<file path="src/rtl/vip_ctrl.sv">
// Frame-synchronous configuration controller for the VIP YUV->RGB pipeline: shadow/active config,
// frame counter and input geometry check. Define VIP_CTRL_IRQ_EN to build the frame-end interrupt.
module vip_ctrl #(
    parameter int unsigned WIDTH    = 1280,
    parameter int unsigned HEIGHT   = 960,
    parameter logic [7:0]  CTRL_RST = 8'h0C
) (
    input  logic        pclk,
    input  logic        rst,
    input  logic        in_href,
    input  logic        in_vsync,
    input  logic [2:0]  av_address,
    input  logic        av_write,
    input  logic [31:0] av_writedata,
    input  logic        av_read,
    output logic [31:0] av_readdata,
    output logic        hist_equ_en,
    output logic        sobel_en,
    output logic        yuv2rgb_en,
    output logic        dscale_en,
    output logic [3:0]  dscale_scale,
    output logic        irq
);
    localparam int unsigned DW = 32;
    localparam int unsigned CW = 16;
    localparam int unsigned GW = 8;

    localparam logic [2:0] A_CTRL   = 3'd0;
    localparam logic [2:0] A_STATUS = 3'd1;
    localparam logic [2:0] A_FCNT   = 3'd2;
    localparam logic [2:0] A_GEOM   = 3'd3;
    localparam logic [2:0] A_ACTIVE = 3'd4;
    localparam logic [2:0] A_IRQEN  = 3'd5;

    typedef enum logic [1:0] {S_WAIT = 2'd0, S_BLANK = 2'd1, S_ACTIVE = 2'd2} state_t;

    state_t         state_q, state_d;
    logic           href_q, vsync_q, href_p_q, vsync_p_q;
    logic [GW-1:0]  shadow_q, shadow_d, active_q, active_d;
    logic           pending_q, pending_d;
    logic [DW-1:0]  frame_cnt_q, frame_cnt_d;
    logic [CW-1:0]  line_cnt_q, line_cnt_d, pix_cnt_q, pix_cnt_d;
    logic [CW-1:0]  last_lines_q, last_lines_d, last_pix_q, last_pix_d;
    logic           size_err_q, size_err_d;
    logic [DW-1:0]  rdata_q, rdata_d;

    logic href_rise_c, href_fall_c, vsync_rise_c, vsync_fall_c;
    logic frame_end_c, frame_start_c, in_frame_c;
    logic wr_ctrl_c, wr_status_c, wr_fcnt_c, wr_irqen_c;
    logic err_set_c, irq_flag_c, irq_en_c;
    logic unused_c;

    function automatic logic [CW-1:0] sat_inc(input logic [CW-1:0] v);
        return (v == '1) ? v : v + CW'(1);
    endfunction

    // Input synchroniser plus one delayed copy for edge detection
    always_ff @(posedge pclk) begin
        if (rst) begin
            href_q    <= 1'b0;
            vsync_q   <= 1'b0;
            href_p_q  <= 1'b0;
            vsync_p_q <= 1'b0;
        end else begin
            href_q    <= in_href;
            vsync_q   <= in_vsync;
            href_p_q  <= href_q;
            vsync_p_q <= vsync_q;
        end
    end

    assign href_rise_c  =  href_q  & ~href_p_q;
    assign href_fall_c  = ~href_q  &  href_p_q;
    assign vsync_rise_c =  vsync_q & ~vsync_p_q;
    assign vsync_fall_c = ~vsync_q &  vsync_p_q;

    assign wr_ctrl_c   = av_write && (av_address == A_CTRL);
    assign wr_status_c = av_write && (av_address == A_STATUS);
    assign wr_fcnt_c   = av_write && (av_address == A_FCNT);
    assign wr_irqen_c  = av_write && (av_address == A_IRQEN);

    always_ff @(posedge pclk) begin
        if (rst) state_q <= S_WAIT;
        else     state_q <= state_d;
    end

    always_comb begin
        state_d = state_q;
        case (state_q)
            S_WAIT:   if (vsync_rise_c) state_d = S_BLANK;
            S_BLANK:  if (vsync_fall_c) state_d = S_ACTIVE;
            S_ACTIVE: if (vsync_rise_c) state_d = S_BLANK;
            default:  state_d = S_WAIT;
        endcase
    end

    always_comb begin
        frame_end_c   = 1'b0;
        frame_start_c = 1'b0;
        in_frame_c    = 1'b0;
        case (state_q)
            S_BLANK:  frame_start_c = vsync_fall_c;
            S_ACTIVE: begin
                in_frame_c  = 1'b1;
                frame_end_c = vsync_rise_c;
            end
            default: ;
        endcase
    end

    // A short/long line is caught at its href fall; a wrong line count at frame end
    assign err_set_c = (in_frame_c && href_fall_c && (pix_cnt_q != CW'(WIDTH))) ||
                       (frame_end_c && (line_cnt_q != CW'(HEIGHT)));

    always_comb begin
        shadow_d     = shadow_q;
        active_d     = active_q;
        pending_d    = pending_q;
        frame_cnt_d  = frame_cnt_q;
        line_cnt_d   = line_cnt_q;
        pix_cnt_d    = pix_cnt_q;
        last_lines_d = last_lines_q;
        last_pix_d   = last_pix_q;
        rdata_d      = rdata_q;
        size_err_d   = (size_err_q & ~(wr_status_c & av_writedata[2])) | err_set_c;

        if (frame_start_c) begin
            line_cnt_d = '0;
            pix_cnt_d  = '0;
        end else if (in_frame_c) begin
            if (href_rise_c) begin
                line_cnt_d = sat_inc(line_cnt_q);
                pix_cnt_d  = CW'(1);
            end else if (href_q) begin
                pix_cnt_d = sat_inc(pix_cnt_q);
            end
        end

        if (frame_end_c) begin
            last_lines_d = line_cnt_q;
            last_pix_d   = pix_cnt_q;
            frame_cnt_d  = frame_cnt_q + DW'(1);
            if (pending_q) begin
                active_d  = shadow_q;
                pending_d = 1'b0;
            end
        end

        // A write landing on the apply cycle is held for the next frame
        if (wr_ctrl_c) begin
            shadow_d = av_writedata[GW-1:0];
            if (state_q == S_WAIT) active_d  = av_writedata[GW-1:0];
            else                   pending_d = 1'b1;
        end

        if (wr_fcnt_c) frame_cnt_d = '0;

        if (av_read) begin
            case (av_address)
                A_CTRL:   rdata_d = DW'(shadow_q);
                A_STATUS: rdata_d = DW'({irq_flag_c, size_err_q, in_frame_c, pending_q});
                A_FCNT:   rdata_d = frame_cnt_q;
                A_GEOM:   rdata_d = {last_lines_q, last_pix_q};
                A_ACTIVE: rdata_d = DW'(active_q);
                A_IRQEN:  rdata_d = DW'(irq_en_c);
                default:  rdata_d = '0;
            endcase
        end
    end

    always_ff @(posedge pclk) begin
        if (rst) begin
            shadow_q     <= CTRL_RST;
            active_q     <= CTRL_RST;
            pending_q    <= 1'b0;
            frame_cnt_q  <= '0;
            line_cnt_q   <= '0;
            pix_cnt_q    <= '0;
            last_lines_q <= '0;
            last_pix_q   <= '0;
            size_err_q   <= 1'b0;
            rdata_q      <= '0;
        end else begin
            shadow_q     <= shadow_d;
            active_q     <= active_d;
            pending_q    <= pending_d;
            frame_cnt_q  <= frame_cnt_d;
            line_cnt_q   <= line_cnt_d;
            pix_cnt_q    <= pix_cnt_d;
            last_lines_q <= last_lines_d;
            last_pix_q   <= last_pix_d;
            size_err_q   <= size_err_d;
            rdata_q      <= rdata_d;
        end
    end

`ifdef VIP_CTRL_IRQ_EN
    logic irq_flag_q, irq_flag_d, irq_en_q, irq_en_d, irq_q, irq_d;

    always_comb begin
        irq_flag_d = (irq_flag_q & ~(wr_status_c & av_writedata[3])) | frame_end_c;
        irq_en_d   = wr_irqen_c ? av_writedata[0] : irq_en_q;
        irq_d      = irq_flag_q & irq_en_q;
    end

    always_ff @(posedge pclk) begin
        if (rst) begin
            irq_flag_q <= 1'b0;
            irq_en_q   <= 1'b0;
            irq_q      <= 1'b0;
        end else begin
            irq_flag_q <= irq_flag_d;
            irq_en_q   <= irq_en_d;
            irq_q      <= irq_d;
        end
    end

    assign irq_flag_c = irq_flag_q;
    assign irq_en_c   = irq_en_q;
    assign irq        = irq_q;
`else
    assign irq_flag_c = 1'b0;
    assign irq_en_c   = 1'b0;
    assign irq        = 1'b0;
`endif

    assign unused_c = ^{av_writedata[31:8], wr_irqen_c};

    assign {dscale_scale, dscale_en, yuv2rgb_en, sobel_en, hist_equ_en} = active_q;
    assign av_readdata = rdata_q;

endmodule
</file>
<file path="config.mk">
export PLATFORM = sky130hd
export DESIGN_NAME = vip_ctrl
export DESIGN_NICKNAME = d
export VERILOG_FILES = /design/src/rtl/vip_ctrl.sv
export SDC_FILE = /design/constraint.sdc
export NUM_CORES = 1
export LEC_CHECK = 0
export ABC_AREA = 1
export CORE_UTILIZATION = 51
export CTS_CLUSTER_SIZE = 40
export DETAILED_ROUTE_END_ITERATION = 7
export GPL_ROUTABILITY_DRIVEN = 0
export PLACE_DENSITY_LB_ADDON = 0.05
export SKIP_LAST_GASP = 1
export SYNTH_ARGS = -nofsm -noshare
export SYNTH_HDL_FRONTEND = slang
export SYNTH_SLANG_ARGS = --single-unit
</file>
<file path="constraint.sdc">
create_clock -name pclk -period 1.55 [get_ports pclk]
set_clock_uncertainty 0.15 [all_clocks]
set_input_delay 0.465 -clock pclk [delete_from_list [all_inputs] [get_ports pclk]]
set_output_delay 0.465 -clock pclk [all_outputs]
set_load 0.1 [all_outputs]
</file>
; ---- Yosys cells after proc, flatten, opt, wreduce, memory -nomap -nowiden
; Cells that the tools add are included.
[word_totals]
out_inout_bits = 41
mem_count = 0
latchBits = 0
reg_bits = 152
mem_bits_ro = 0
inputBits = 41
mem_bits_rw = 0
[op_classes]
n_eq_ne = 13
div_mod_pow = 0
mul = 0
muxes = 17
addsub = 3
n_shift = 0
n_bitwise = 13
reduce_logical = 16
n_lt_le_gt_ge = 0
[ops]
columns = operator, n
row1 = one-hot mux 32 bit (5 select lines), 1
row2 = 2-to-1 mux 16 bit, 3
row3 = "adder 16 x 1 -> 16 bit, second input constant", 2
row4 = "adder 32 x 1 -> 32 bit, second input constant", 1
row5 = "equality test 16 bit, second input constant", 2
row6 = 2-to-1 mux 8 bit, 4
row7 = "!= test 16 x 10 -> 1 bit, second input constant", 1
row8 = "!= test 16 x 11 -> 1 bit, second input constant", 1
row9 = AND 1 bit, 6
row10 = "equality test 3 x 2 -> 1 bit, second input constant", 2
row11 = logical AND 1 bit, 6
row12 = 2-to-1 mux 1 bit, 6
row13 = inverter 1 bit, 6
row14 = AND reduction 3 bit, 2
row15 = OR reduction 2 bit, 3
row16 = 2-to-1 mux 2 bit, 2
row17 = "!= test 2 bit, second input constant", 2
row18 = one-hot mux 2 bit (2 select lines), 1
row19 = "equality test 3 x 1 -> 1 bit, second input constant", 1
row20 = "equality test 3 bit, second input constant", 1
row21 = zero test 3 bit, 1
row22 = "equality test 2 x 1 -> 1 bit, second input constant", 1
row23 = "equality test 2 bit, second input constant", 1
row24 = zero test 2 bit, 1
row25 = other kinds (5), 5

; ---- Depth between registers and ports, before layout
[depth]
word_depth = 6
mapped_depth = 11
depth_no_buf = 11

; ---- Worst setup path before layout
; OpenSTA, ideal clock, no wires.
[synth_timing]
path_type = reg-to-reg
start = reg pix_cnt_q[0]
end = reg pix_cnt_q[7]
t_required_ns = 1.291
stages_incl_launch_ff = 12
n_path_buf = 1
arrival_ns = 1.417
setup_slack_ns = -0.125
path_cell_list = dfxtp_1 -> ha_1 -> nand2_1 -> nor2_1 -> nand2_4 -> nor2_8 -> nand2_4 -> nand2_4 -> buf_8 -> o21ai_1 -> nand2_1 -> inv_1
[synth_via]
elab_chain_cells = 4
elab_cells_between_ends = 7
classes_between = add/sub: 1 / eq/ne: 2 / mux: 3 / reduce/logical: 1
[synth_lines]
columns = element, line_no
row1 = start: declaration, 42  ; logic [CW-1:0] line_cnt_q, line_cnt_d, pix_cnt_q, pix_cnt_d;
row2 = start signal: assignment, 189  ; pix_cnt_q <= pix_cnt_d;
row3 = adder 16 x 1 -> 16 bit, 54  ; return (v == '1) ? v : v + CW'(1);
row4 = 2-to-1 mux 16 bit, 54
row5 = 2-to-1 mux 16 bit, 134  ; end else if (href_q) begin
row6 = 2-to-1 mux 16 bit, 131  ; if (href_rise_c) begin
; Several ways; a longest one is shown, not always the timed one. The select of a mux whose other input is x is not followed.
; A chain may end at the register's enable or synchronous reset.

; ---- Worst setup path in the final report
[layout_timing]
start = reg state_q[0]
end = reg frame_cnt_q[23]
[layout_via]
elab_chain_cells = 2
[layout_lines]
columns = element, line_no
row1 = start: declaration, 37  ; state_t state_q, state_d;
row2 = start signal: assignment, 84  ; else state_q <= state_d;
row3 = equality test 2 bit, 101  ; case (state_q)
row4 = 2-to-1 mux 1 bit, 101
row5 = end signal: assignment, 187  ; frame_cnt_q <= frame_cnt_d;
row6 = end: declaration, 41  ; logic [DW-1:0] frame_cnt_q, frame_cnt_d;
; No other way between the ends.

==> results by group <==
Global route
  – Tot GR Track Use: 32.4%
  – Vias in the first global route: 7753
  – Largest net degree at the start of global routing: 41
  – Initial antenna violation count: 0
  – Global-route wire length before repair: 37.5 mm
  – Grt total ovfl: 0

Drt
  – Wire per inst: ~18 µm
  – Drt total wl: ~27 mm
  – Antenna Nets Post-Route: 0
  – DRT iter0 DRCs: approximately 1100
  – Routed vias/inst: 5.71
  – 1st-pass router iterations: 5
  – Post-route DRC: 0
  – Total number of vias: 8753

Synthesis
  – YS warnings: 0
  – Number of distinct library cells after synthesis: 42
  – Sequential area share after synthesis: 40.7%
  – Yosys reg bits: between 150 and 200
  – Top FF cell, synth: dfxtp_1
  – Number of synthesized flops with an enable pin: 0
  – Mapped Nets: 1144
  – Mean Syn Cell Area: 6.81 µm²
  – Mapped Area: 0.00747 mm²
  – Synthesized netlist cell count: 1098
  – FFs w/ async S/R, synth: 0%

Clock network
  – Clock slew at the register clock pins of the worst setup and hold paths: 0.06 ns
  – Clk buf depth: 2
  – TritonCTS Buffers: 17
  – Clock sinks: around 150
  – H-tree depth: 4
  – Worst-Skew Late Latency: approximately 0.44 ns
  – CTS tree: built
  – Clk root buf: clkbuf_16
  – Post-cts hold buffer count: 0

Floorplan
  – Core ar.: between 0.01 and 0.015 mm²
  – Starting Density: 53.0%
  – Die area: 0.0151 mm²
  – Die Height: 123 µm
  – Die width: 123 µm
  – I/O pin cnt: 82
  – # rows: 43

STA
  – Unrepaired setup endpoints after global routing: true
  – Max Freq: 549 MHz
  – Final Max Tran Viols: 0
  – Final WS setup: -0.270 ns
  – Hold Vio Cnt, Final: 0
  – Final setup fails: around 110
  – Final period util: 117%
  – Crit path time final: 1.82 ns

Setup path
  – Critical path buffers and inverters: 3
  – Worst setup EP type: flop
  – CP required: 1.77 ns
  – Startpoint Class: flop
  – Critical path type: reg -> reg
  – Family with the most delay on the worst path: simple AND/OR/NAND/NOR gates
  – Critical Path AT: just over 2 ns
  – Most used cell, CP: nor2_4
  – Max FO, Critical Path: 5
  – CP cell instances: buf_6 > buf_6 > nor2_4 > nand2_4 > nor2_4 > nand2_2 > nor2_4 > nand3_2 > nand2_1 > inv_1 > nor2_1
  – CP peak stage delay: about 0.33 ns
  – CP max stage cell: dfxtp_2

Outcome
  – Status: finished, violations left
  – Failing checks: setup timing

Layout
  – Final net count: between 1000 and 1500
  – Number of fill cells in the layout: around 840
  – Area Overhead vs Synth: 58.1%
  – Share of cells above drive strength 1: 40.5%
  – N_diodes: 0
  – Final Instance Area: approximately 0.012 mm²
  – Non-Filler Instances: between 1500 and 2000
  – Final core utilization: 83.8%

Place
  – Dpl cells: ~1400
  – Area after DPL: just under 0.01 mm²
  – HPWL Detailed: roughly 16 mm
  – I/O Buffers: 56

Min path
  – HP Class: reg -> reg

Power and ir drop
  – Power, Total: 8.64 mW
  – Peak VDD IR: 0.000855 V
  – Static leakage: 4.82 nW
  – Pwr Density: 731 mW/mm²

Run
  – Max_cap viols: 0
area by class of cell:
cell class / instances / area, µm² / share of cell area (%)
Tap cell: 180 / 225 / 1.91
Timing Repair Buffer: 260 / 2670 / 22.6
Clock inverter: 8 / 70.1 / 0.593
Inverter: 156 / 609 / 5.16
Clock buffer: 24 / 492 / 4.16
Multi-Input combinational cell: 754 / 4580 / 38.8
Sequential cell: 152 / 3170 / 26.8
state kept, by name, indices dropped and copies added (netlist names):
signal / cells
active_q: 8
av_readdata: 32
frame_cnt_q: 32
href_p_q: 1
href_q: 1
last_lines_q: 16
last_pix_q: 16
line_cnt_q: 16
pending_q: 1
pix_cnt_q: 16
shadow_q: 8
size_err_q: 1
state_q: 2
vsync_p_q: 1
vsync_q: 1
layer usage:
metal	up-vias	GRT usage, %	wire length (µm)
li1	4055	-	-
met1	4051	41.4	10500
met2	521	53.2	12800
met3	126	7.15	2480
met4	0	12.8	1160
met5	-	0	0
timing repair:
| action | CTS | global route |
|---|---|---|
| endpoints found under the setup margin | 152 | 114 |
| pin swaps | 47 | 64 |
| cloned | 5 | 0 |
| buffers inserted | 29 | 23 |
| resized for setup | 185 | 158 |
cell usage after synthesis (2+ instances only):
master,n,area share [%]
xor2_1,5,0.59
inv_1,144,7.2
dfxtp_1,152,41
inv_2,12,0.60
nand2_1,248,12
nand3_4,2,0.47
buf_1,3,0.15
nand3_1,59,4.0
o211ai_1,6,0.60
nand3b_1,4,0.40
buf_4,2,0.20
o22ai_1,23,1.9
nor2_2,5,0.42
xnor2_1,4,0.47
nor3_2,4,0.54
o21ai_1,20,1.3
nand2_4,4,0.60
clkbuf_1,24,1.2
nand3_2,3,0.40
o21ai_0,76,5.1
o21bai_1,2,0.20
nor2_1,116,5.8
a21oi_2,3,0.35
nor3_1,15,1.0
ha_1,5,0.84
nor2_4,7,1.1
a21oi_1,102,6.8
nand4_1,17,1.4
and2_1,3,0.25
buf_2,8,0.54
nand2_2,7,0.59
o21a_1,3,0.30
stage by stage:
step	setup TNS, ns	setup slack, ns	hold WS (ns)
finish	-8.04	-0.270	0.310
global route	-12.80	-0.300	0.334
CTS	-3.17	-0.108	0.311
detailed placement	-62.63	-0.662	0.303
global placement	-59.10	-0.609	0.294
floorplan	-0.0769	-0.0194	0.275
layout by cell type (no fill, tap or decap), drive strengths merged, types with 5 or more instances in the layout:
cell / Yosys / final
buf: 15 / 244
ha: 5 / 5
clkbuf: 24 / 25
clkinv: 0 / 5
clkdlybuf4s50: 0 / 13
o211ai: 6 / 6
nor2: 129 / 129
nand3: 64 / 65
nand4: 17 / 17
o21ai: 96 / 96
inv: 156 / 155
o22ai: 23 / 23
a21oi: 105 / 105
dfxtp: 152 / 152
nand2: 259 / 261
xor2: 5 / 5
nor3: 20 / 20
path summary, 6_finish.rpt:
check                         end  slack (ns)       startpoint  cells after the start
setup / recovery  frame_cnt_q[23]       -0.27       state_q[0]                     11
hold / removal    last_lines_q[3]        0.31  last_lines_q[3]                      2
setup reg to reg  frame_cnt_q[23]       -0.27       state_q[0]                     11
hold reg to reg   last_lines_q[3]        0.31  last_lines_q[3]                      2
power by group:
part           switching [mW]  total (mW)  internal (mW)  leakage, nW
Combinational           0.417       0.670          0.253         3.28
Sequential             0.0285        3.94           3.91         1.26
Clock                    1.66        4.03           2.36        0.276
Total                    2.11        8.64           6.53         4.82
logic make-up after synthesis:
logic type	share of synthesized area, %
compound gates	17.1
xor+xnor	1.05
fa+ha+maj	0.837
buf+inv	10.3
flops	40.7
other cells	0.0502
simple gates	30.0
tightest hold or removal path, cell delays in order, from the launching register on:
cell	delay, ns
dfxtp_1	0.29
inv_1	0.06
a21oi_1	0.06
Note: power is estimated with default switching activity, not from simulation.
